--- src/rtl/pipe_skid_reg.sv ---
// Parametrised pipeline stage register with a valid/ready handshake, an optional
// 2-entry skid buffer, synchronous flush to a bubble payload and a stall counter.
module pipe_skid_reg #(
  parameter int unsigned       DATA_W    = 65,
  parameter logic [DATA_W-1:0] FLUSH_VAL = '0,
  parameter bit                SKID_EN   = 1'b1,
  parameter int unsigned       CNT_W     = 16
) (
  input  logic              clk,
  input  logic              rst_n,
  input  logic              flush,
  input  logic              in_valid,
  output logic              in_ready,
  input  logic [DATA_W-1:0] in_data,
  output logic              out_valid,
  input  logic              out_ready,
  output logic [DATA_W-1:0] out_data,
  input  logic              clr_cnt,
  output logic [CNT_W-1:0]  stall_cnt,
  output logic [1:0]        occupancy
);

  // bit0 = main entry valid, bit1 = skid entry valid
  typedef enum logic [1:0] {
    EMPTY = 2'b00,
    ONE   = 2'b01,
    FULL  = 2'b11
  } state_t;

  state_t            state_q, state_d;
  logic              ready_q, ready_d;
  logic              accept, pop;
  logic              load_main_in, load_main_skid, load_skid;
  logic [DATA_W-1:0] main_q, skid_q;

  assign out_valid = (state_q != EMPTY);
  assign in_ready  = SKID_EN ? ready_q : (!out_valid || out_ready);
  assign accept    = in_valid && in_ready;
  assign pop       = out_valid && out_ready;
  assign out_data  = out_valid ? main_q : FLUSH_VAL;

  always_comb begin
    state_d        = state_q;
    load_main_in   = 1'b0;
    load_main_skid = 1'b0;
    load_skid      = 1'b0;
    if (flush) begin
      state_d = EMPTY;
    end else begin
      case (state_q)
        EMPTY: begin
          if (accept) begin
            load_main_in = 1'b1;
            state_d      = ONE;
          end
        end
        ONE: begin
          // Without a skid entry an accept always coincides with a pop,
          // so FULL stays unreachable.
          if (accept && (pop || !SKID_EN)) begin
            load_main_in = 1'b1;
          end else if (accept) begin
            load_skid = 1'b1;
            state_d   = FULL;
          end else if (pop) begin
            state_d = EMPTY;
          end
        end
        FULL: begin
          if (pop) begin
            load_main_skid = 1'b1;
            state_d        = ONE;
          end
        end
        default: state_d = EMPTY;
      endcase
    end
    ready_d = (state_d != FULL);
  end

  always_comb begin
    occupancy = 2'd0;
    case (state_q)
      ONE:     occupancy = 2'd1;
      FULL:    occupancy = 2'd2;
      default: occupancy = 2'd0;
    endcase
  end

  always_ff @(posedge clk or negedge rst_n) begin
    if (!rst_n) begin
      state_q <= EMPTY;
      ready_q <= 1'b1;
    end else begin
      state_q <= state_d;
      ready_q <= ready_d;
    end
  end

  // Payload storage needs no reset; validity lives in state_q.
  always_ff @(posedge clk) begin
    if (load_main_in) begin
      main_q <= in_data;
    end else if (load_main_skid) begin
      main_q <= skid_q;
    end
    if (load_skid) begin
      skid_q <= in_data;
    end
  end

  always_ff @(posedge clk or negedge rst_n) begin
    if (!rst_n) begin
      stall_cnt <= '0;
    end else if (clr_cnt) begin
      stall_cnt <= '0;
    end else if (out_valid && !out_ready && (stall_cnt != '1)) begin
      stall_cnt <= stall_cnt + CNT_W'(1);
    end
  end

endmodule

--- config.mk ---
export PLATFORM = sky130hd
export DESIGN_NAME = pipe_skid_reg
export DESIGN_NICKNAME = d
export VERILOG_FILES = /design/src/rtl/pipe_skid_reg.sv
export SDC_FILE = /design/constraint.sdc
export NUM_CORES = 1
export LEC_CHECK = 0
export BUFFER_PORTS_ARGS = -buffer_cell sky130_fd_sc_hd__buf_2
export CAP_MARGIN = 25
export CORE_AREA = 4 4 143 90
export CTS_BUF_LIST = sky130_fd_sc_hd__clkbuf_8
export CTS_CLUSTER_DIAMETER = 50
export DETAILED_ROUTE_END_ITERATION = 10
export DIE_AREA = 0 0 147 94
export GPL_TIMING_DRIVEN = 0
export PLACE_DENSITY = 0.91
export SYNTH_ARGS = -nofsm -noshare
export SYNTH_HDL_FRONTEND = slang
export SYNTH_SLANG_ARGS = --single-unit
--- constraint.sdc ---
create_clock -name clk -period 7.42 [get_ports clk]
set_input_delay 1.484 -clock clk [delete_from_list [all_inputs] [get_ports clk]]
set_output_delay 1.484 -clock clk [all_outputs]
set_load 0.02 [all_outputs]
==> impl_metrics.yaml, run 1 <==
outcome:
  status: "complete, no violations"
timing:
  final-hold-violation-count: 0
  fin_crit_ns: 3.73
  hold_ws_ns: 0.553
  postLayoutSetupSlackWorst_ns: 3.69
  fmax_mhz: 268
  worstMarginPinSlew_ns: 0.847
  final-setup-viol-count: 0
  finalCritPeriodShare_pct: 50.2
  rsz0062_at_grt: "no"
  finalMaxSlewViolations: 0
  slew_headroom_pct: 43.3
  finClkSkew_ns: 0.0130
cells_and_area:
  stdcell_area_um2: 7700
  fin_nets: 644
  area_growth_pct: 23.9
  fill_cells: 859
  seqCellArea_um2: 4380
  multiInputGateArea_um2: 1750
  drive_gt1_share_pct: 47.9
  num_antenna_cells: 0
clock_tree:
  post_cts_buffers: 0
  numClockSinks: 149
  cts-root-buf: "clkbuf_8"
  cts_buffer_depth: 2
  cts_resized: 0
  cts_tree: "yes"
  insertion_delay_ns: 0.42
  clk_pin_slew_ns: 0.08
  postCtsHoldBufs: 0
  cts_htree_levels: 4
  cts_buffers: 17
synthesis:
  syn_nets: 463
  ys_warn_count: 0
  synthCells: 391
  ys_ff_latch: 149
  synthDistinctLibCells: 35
  synth.most_common_cell: "edfxtp_1"
  synth_common_cells: "130 x edfxtp_1, 66 x and2_1, 66 x mux2_2, 18 x dfrtp_1, 15 x a21oi_1"
  synth_top_cell_by_area: "edfxtp_1"
  synthesis.area_um2: 6210
  synth_top_area_share_pct: 62.8
  yosys_most_used_dff: "edfxtp_1"
  synth-async-reset-ratio_pct: 12.8
  synthTopCellsByArea: "edfxtp_1 63%, mux2_2 12%, dfrtp_1 7.2%"
  synth_area_per_cell_um2: 15.9
  synth_edf_count: 130
  yosysSeqAreaShare_pct: 70.5
detailed_routing:
  post_drt_wl_per_cell_um: 17.5
  drtPass1Iterations: 4
  antenna_left: 0
  wl_mm: 13.1
  vias_per_cell: 5.26
  drc_errors: 0
  dr.first_iter.drc_count: 273
  vias: 3948
grt:
  grt_max_degree: 30
  grt_antenna_before_repair: 1
  gr-total-overflow: 0
  grt_pass1_vias: 3987
  grtUsageTotal_pct: 19.3
  grt_pass1_wl_mm: 20.9
critical_path:
  cp_slowest_cell: "clkbuf_1"
  crit_buf_inv: 4
  cpMostUsedCell: "buf_2"
  critical_path.max_fanout: 10
  required_ns: 5.94
  crit_chain: "buf_2 -> or2_2 -> buf_1 -> clkbuf_1 -> and2_1 -> buf_2"
  arrival_ns: 2.24
  critPathTopFamily: "buffers and inverters"
  startpoint_type: "flop"
  cp_slowest_stage_delay_ns: 0.41
  r2r_cells: 7
  path_class: "flop to output port"
  crit_cells: 6
  end_kind: "output port"
power:
  p_leak_uw: 0.00310
  powerDensity_nw_per_um2: 221
  fin_total_pwr_uw: 1700
  ir_drop_mv: 0.141
floorplan:
  die_h_um: 94
  core-area_um2: 11700
  start_util_pct: 53.2
  dieArea_um2: 13800
  pin_count: 156
  die_x_um: 147
  rows: 31
place:
  io_buffers: 154
  hpwl_mm: 9.54
  place_ws_ns: 3.85
  gp_congestion: 0.878
  postPlaceCellArea_um2: 7320
min_path:
  min_path_cells: 1
  hold_class: "flop to flop"
flow_run:
  drv_cap: 0
metrics by stage:
step | utilization [%] | std cells | TNS (ns)
after global routing | 66.0 | 750 | 0
after CTS | 66.0 | 750 | 0
after global placement | 61.6 | 710 | -233.49
final | 66.0 | 750 | 0
after floorplan | - | 391 | 0
after detailed placement | 62.7 | 718 | 0
cell usage in the layout, fill, tap and decap left out, types with 2 or more instances in the layout:
master	instances
o31ai_1	6
buf_6	6
buf_1	2
or4_1	6
dfrtp_1	18
clkbuf_8	17
nand2_1	7
buf_2	158
or2_2	2
clkinv_1	2
nand4_2	3
mux2_2	66
inv_1	3
and3_1	3
nand2b_1	2
a21oi_1	15
or3_1	9
and2_1	66
clkbuf_1	7
nor2_1	7
buf_4	5
inv_6	4
nand3_1	6
inv_8	3
clkinvlp_4	4
edfxtp_1	130
o21ai_0	8
metal layers:
| metal | global-route usage (%) | part of all wire (%) | wire [um] | up-vias |
|---|---|---|---|---|
| met5 | 0 | 0.053 | 7 | - |
| met2 | 30.1 | 47 | 6220 | 136 |
| met1 | 26.8 | 45 | 5930 | 1970 |
| met4 | 5.35 | 0.76 | 99 | 2 |
| met3 | 5.74 | 6.4 | 834 | 12 |
| li1 | - | - | - | 1828 |
flip-flops by register name (all words and copies together), names as in the netlist:
name	count
in_ready	1
main_q	65
skid_q	65
stall_cnt	16
state_q	2
cell families after synthesis:
group / count (synthesis) / share of synthesized area [%]
flops: 149 / 70.5
simple gates: 120 / 12.1
mux: 67 / 12.1
compound gates: 32 / 3.26
buf+inv: 21 / 1.65
xor+xnor: 1 / 0.141
fa+ha+maj: 1 / 0.201
power by group:
group	total, uW	internal [uW]	leakage (uW)	switching (uW)
logic	161	66.8	0.00146	94.1
registers	943	937	0.00145	5.86
clock network	600	274	0.000180	326
total	1700	1280	0.00310	426
path summary, 6_finish.rpt:
path | from | end | slack, ns
max in group asynchronous | rst_n | in_ready | 6.10
min reg2reg | skid_q[2] | main_q[2] | 0.55
max reg2reg | in_ready | main_q[48] | 5.06
max | state_q[1] | out_data[34] | 3.69
min | skid_q[2] | main_q[2] | 0.55
min in group asynchronous | rst_n | stall_cnt[0] | 0.98
cell type report:
type | instances | area share [%]
Clock inverter | 15 | 1.88
Clock buffer | 17 | 3.04
Sequential cell | 149 | 56.9
Timing Repair Buffer | 162 | 11.5
Buffer | 18 | 1.19
Inverter | 3 | 0.146
Multi-Input combinational cell | 221 | 22.7
Tap cell | 165 | 2.68
Note: power is estimated with default switching activity, not from simulation.
==> run 2, diff against run 1 <==
==> constraint.sdc (replaced) <==
create_clock -name clk -period 3.6 [get_ports clk]
set_input_delay 0.72 -clock clk [delete_from_list [all_inputs] [get_ports clk]]
set_output_delay 0.72 -clock clk [all_outputs]
set_load 0.02 [all_outputs]
==> run 2 against run 1 <==
First-iteration DRC count fell by 2.9%. Clock skew about the same. Count of clock-buffer cells in the layout did not move. Cell count down 0.40%. Combinational power rose by 110%. Critical path type unchanged. Clock power rose by 110%. Worst setup slack got worse by 3.0 ns. Non-clock buffer count decreased by 2. Sequential power grew 110%. Utilization increased by 0.33 points. Sequential share of layout area decreased by 0.28 points.
==> impl_metrics.yaml, run 2 (same netlist as run 1, synthesis figures left out) <==
grt:
  grt_max_degree: 25
  grt_pass1_vias: 4051
  grt_pass1_wl_mm: 21.1
  gr-total-overflow: 0
  grt_antenna_before_repair: 0
  grtUsageTotal_pct: 19.7
clock_tree:
  insertion_delay_ns: 0.42
  postCtsHoldBufs: 0
  cts_htree_levels: 4
  cts-root-buf: "clkbuf_8"
  clk_pin_slew_ns: 0.09
  cts_tree: "yes"
  cts_resized: 0
  cts_buffers: 17
  cts_buffer_depth: 2
  numClockSinks: 149
  post_cts_buffers: 0
power:
  p_int_uw: 2680
  pwr-share-seq_pct: 55.4
  p_sw_share_pct: 23.7
  powerDensity_nw_per_um2: 454
  ir_drop_mv: 0.287
  pwr-share-comb_pct: 9.6
  p_leak_uw: 0.00310
  power.switching_uw: 833
  pwr-share-clk_pct: 35.1
timing:
  hold_ws_ns: 0.247
  slew_headroom_pct: 42.0
  finalMaxSlewViolations: 0
  rsz0062_at_grt: "no"
  finClkSkew_ns: 0.0133
  fin_crit_ns: 2.96
  final-setup-viol-count: 0
  final-hold-violation-count: 0
  finalCritPeriodShare_pct: 82.2
  worstMarginPinSlew_ns: 0.867
  fmax_mhz: 338
cells_and_area:
  reg_top3: "main_q x65, skid_q x65, stall_cnt x16"
  final_common_cell: "buf_2"
  area_growth_pct: 24.6
  final_cell_mix: "158 x buf_2, 130 x edfxtp_1, 66 x mux2_2, 66 x and2_1, 18 x dfrtp_1"
  fill_cells: 842
  drive_gt1_share_pct: 47.6
  fin_nets: 642
  num_antenna_cells: 0
  stdcell_area_um2: 7740
critical_path:
  r2r_setup_slack_ns: 1.04
  r2r_end: "main_q[45]"
  arrival_ns: 2.24
  cp-startpoint: "state_q[1]"
  critical_path.max_fanout: 10
  path_class: "flop to output port"
  r2r_cells: 8
  startpoint_type: "flop"
  r2r_start: "in_ready"
  end_kind: "output port"
  required_ns: 2.88
detailed_routing:
  vias: 3946
  dr.first_iter.drc_count: 265
  vias_per_cell: 5.28
  antenna_left: 0
  drc_errors: 0
  wl_mm: 13.4
  drtPass1Iterations: 5
  post_drt_wl_per_cell_um: 17.9
floorplan:
  pin_count: 156
  die_x_um: 147
  core-area_um2: 11700
  dieArea_um2: 13800
  start_util_pct: 53.2
  rows: 31
  die_h_um: 94
min_path:
  hold_class: "primary input to asynchronous set/reset pin"
place:
  io_buffers: 154
  gp_congestion: 0.894
  postPlaceCellArea_um2: 7370
  hpwl_mm: 9.69
outcome:
  status: "complete, no violations"
flow_run:
  drv_cap: 0
==> run 2: through the flow <==
step | cells | power, uW | util, % | worst slack [ns] | setup TNS, ns
floorplan | 391 | 2170 | - | 0.445 | 0
global placement | 710 | 2300 | 61.7 | -0.494 | -62.54
detailed placement | 716 | 2320 | 63.1 | 0.768 | 0
CTS | 747 | 3540 | 66.3 | 0.548 | 0
global route | 747 | 3650 | 66.3 | 0.396 | 0
finish | 747 | 3510 | 66.3 | 0.642 | 0
==> run 2: worst max-delay path by stage <==
stage | endpoint | slack, ns | depth (start not counted)
global placement | skid_q[33] | -0.49 | 4
floorplan | skid_q[0] | 0.45 | 3
global route | out_data[48] | 0.40 | 6
detailed placement | main_q[26] | 0.77 | 9
CTS | out_data[48] | 0.55 | 6
finish | out_data[31] | 0.64 | 6
==> run 2: power groups by stage <==
| stage | Combinational (uW) | Clock, uW | Sequential, uW |
|---|---|---|---|
| 2_1_floorplan | 189 | 0 | 1980 |
| 3_3_place_gp | 313 | 0 | 1980 |
| 3_5_place_dp | 340 | 0 | 1980 |
| 4_1_cts | 342 | 1250 | 1940 |
| 5_1_grt | 366 | 1340 | 1950 |
| 6_report | 336 | 1230 | 1940 |
==> run 2: layout make-up <==
class                   instances  area, um^2  share of cell area, %
plain buffers                  18        91.3                   1.18
clock buffers                  17         234                   3.02
clock inverters                14         140                   1.81
inverters                       3        11.3                  0.145
multi-input cells             221        1750                   22.6
flip-flops and latches        149        4380                   56.6
well taps                     165         206                   2.67
repair buffers                160         923                   11.9
==> run 2: routing by layer <==
metal | up-vias | share of wire, % | GRT usage (%)
met4 | 0 | 0.74 | 6.36
met5 | - | 0 | 0
met2 | 152 | 47 | 30.5
met3 | 12 | 6.5 | 5.30
met1 | 1956 | 45 | 27.3
li1 | 1826 | - | -
==> run 2: worst max-delay path, cell delays in order, from the launching register on <==
cell and delay [ns]:
dfrtp_1 0.33, buf_2 0.21, or2_2 0.18, buf_1 0.37, clkbuf_1 0.35, and2_1 0.21, buf_2 0.17
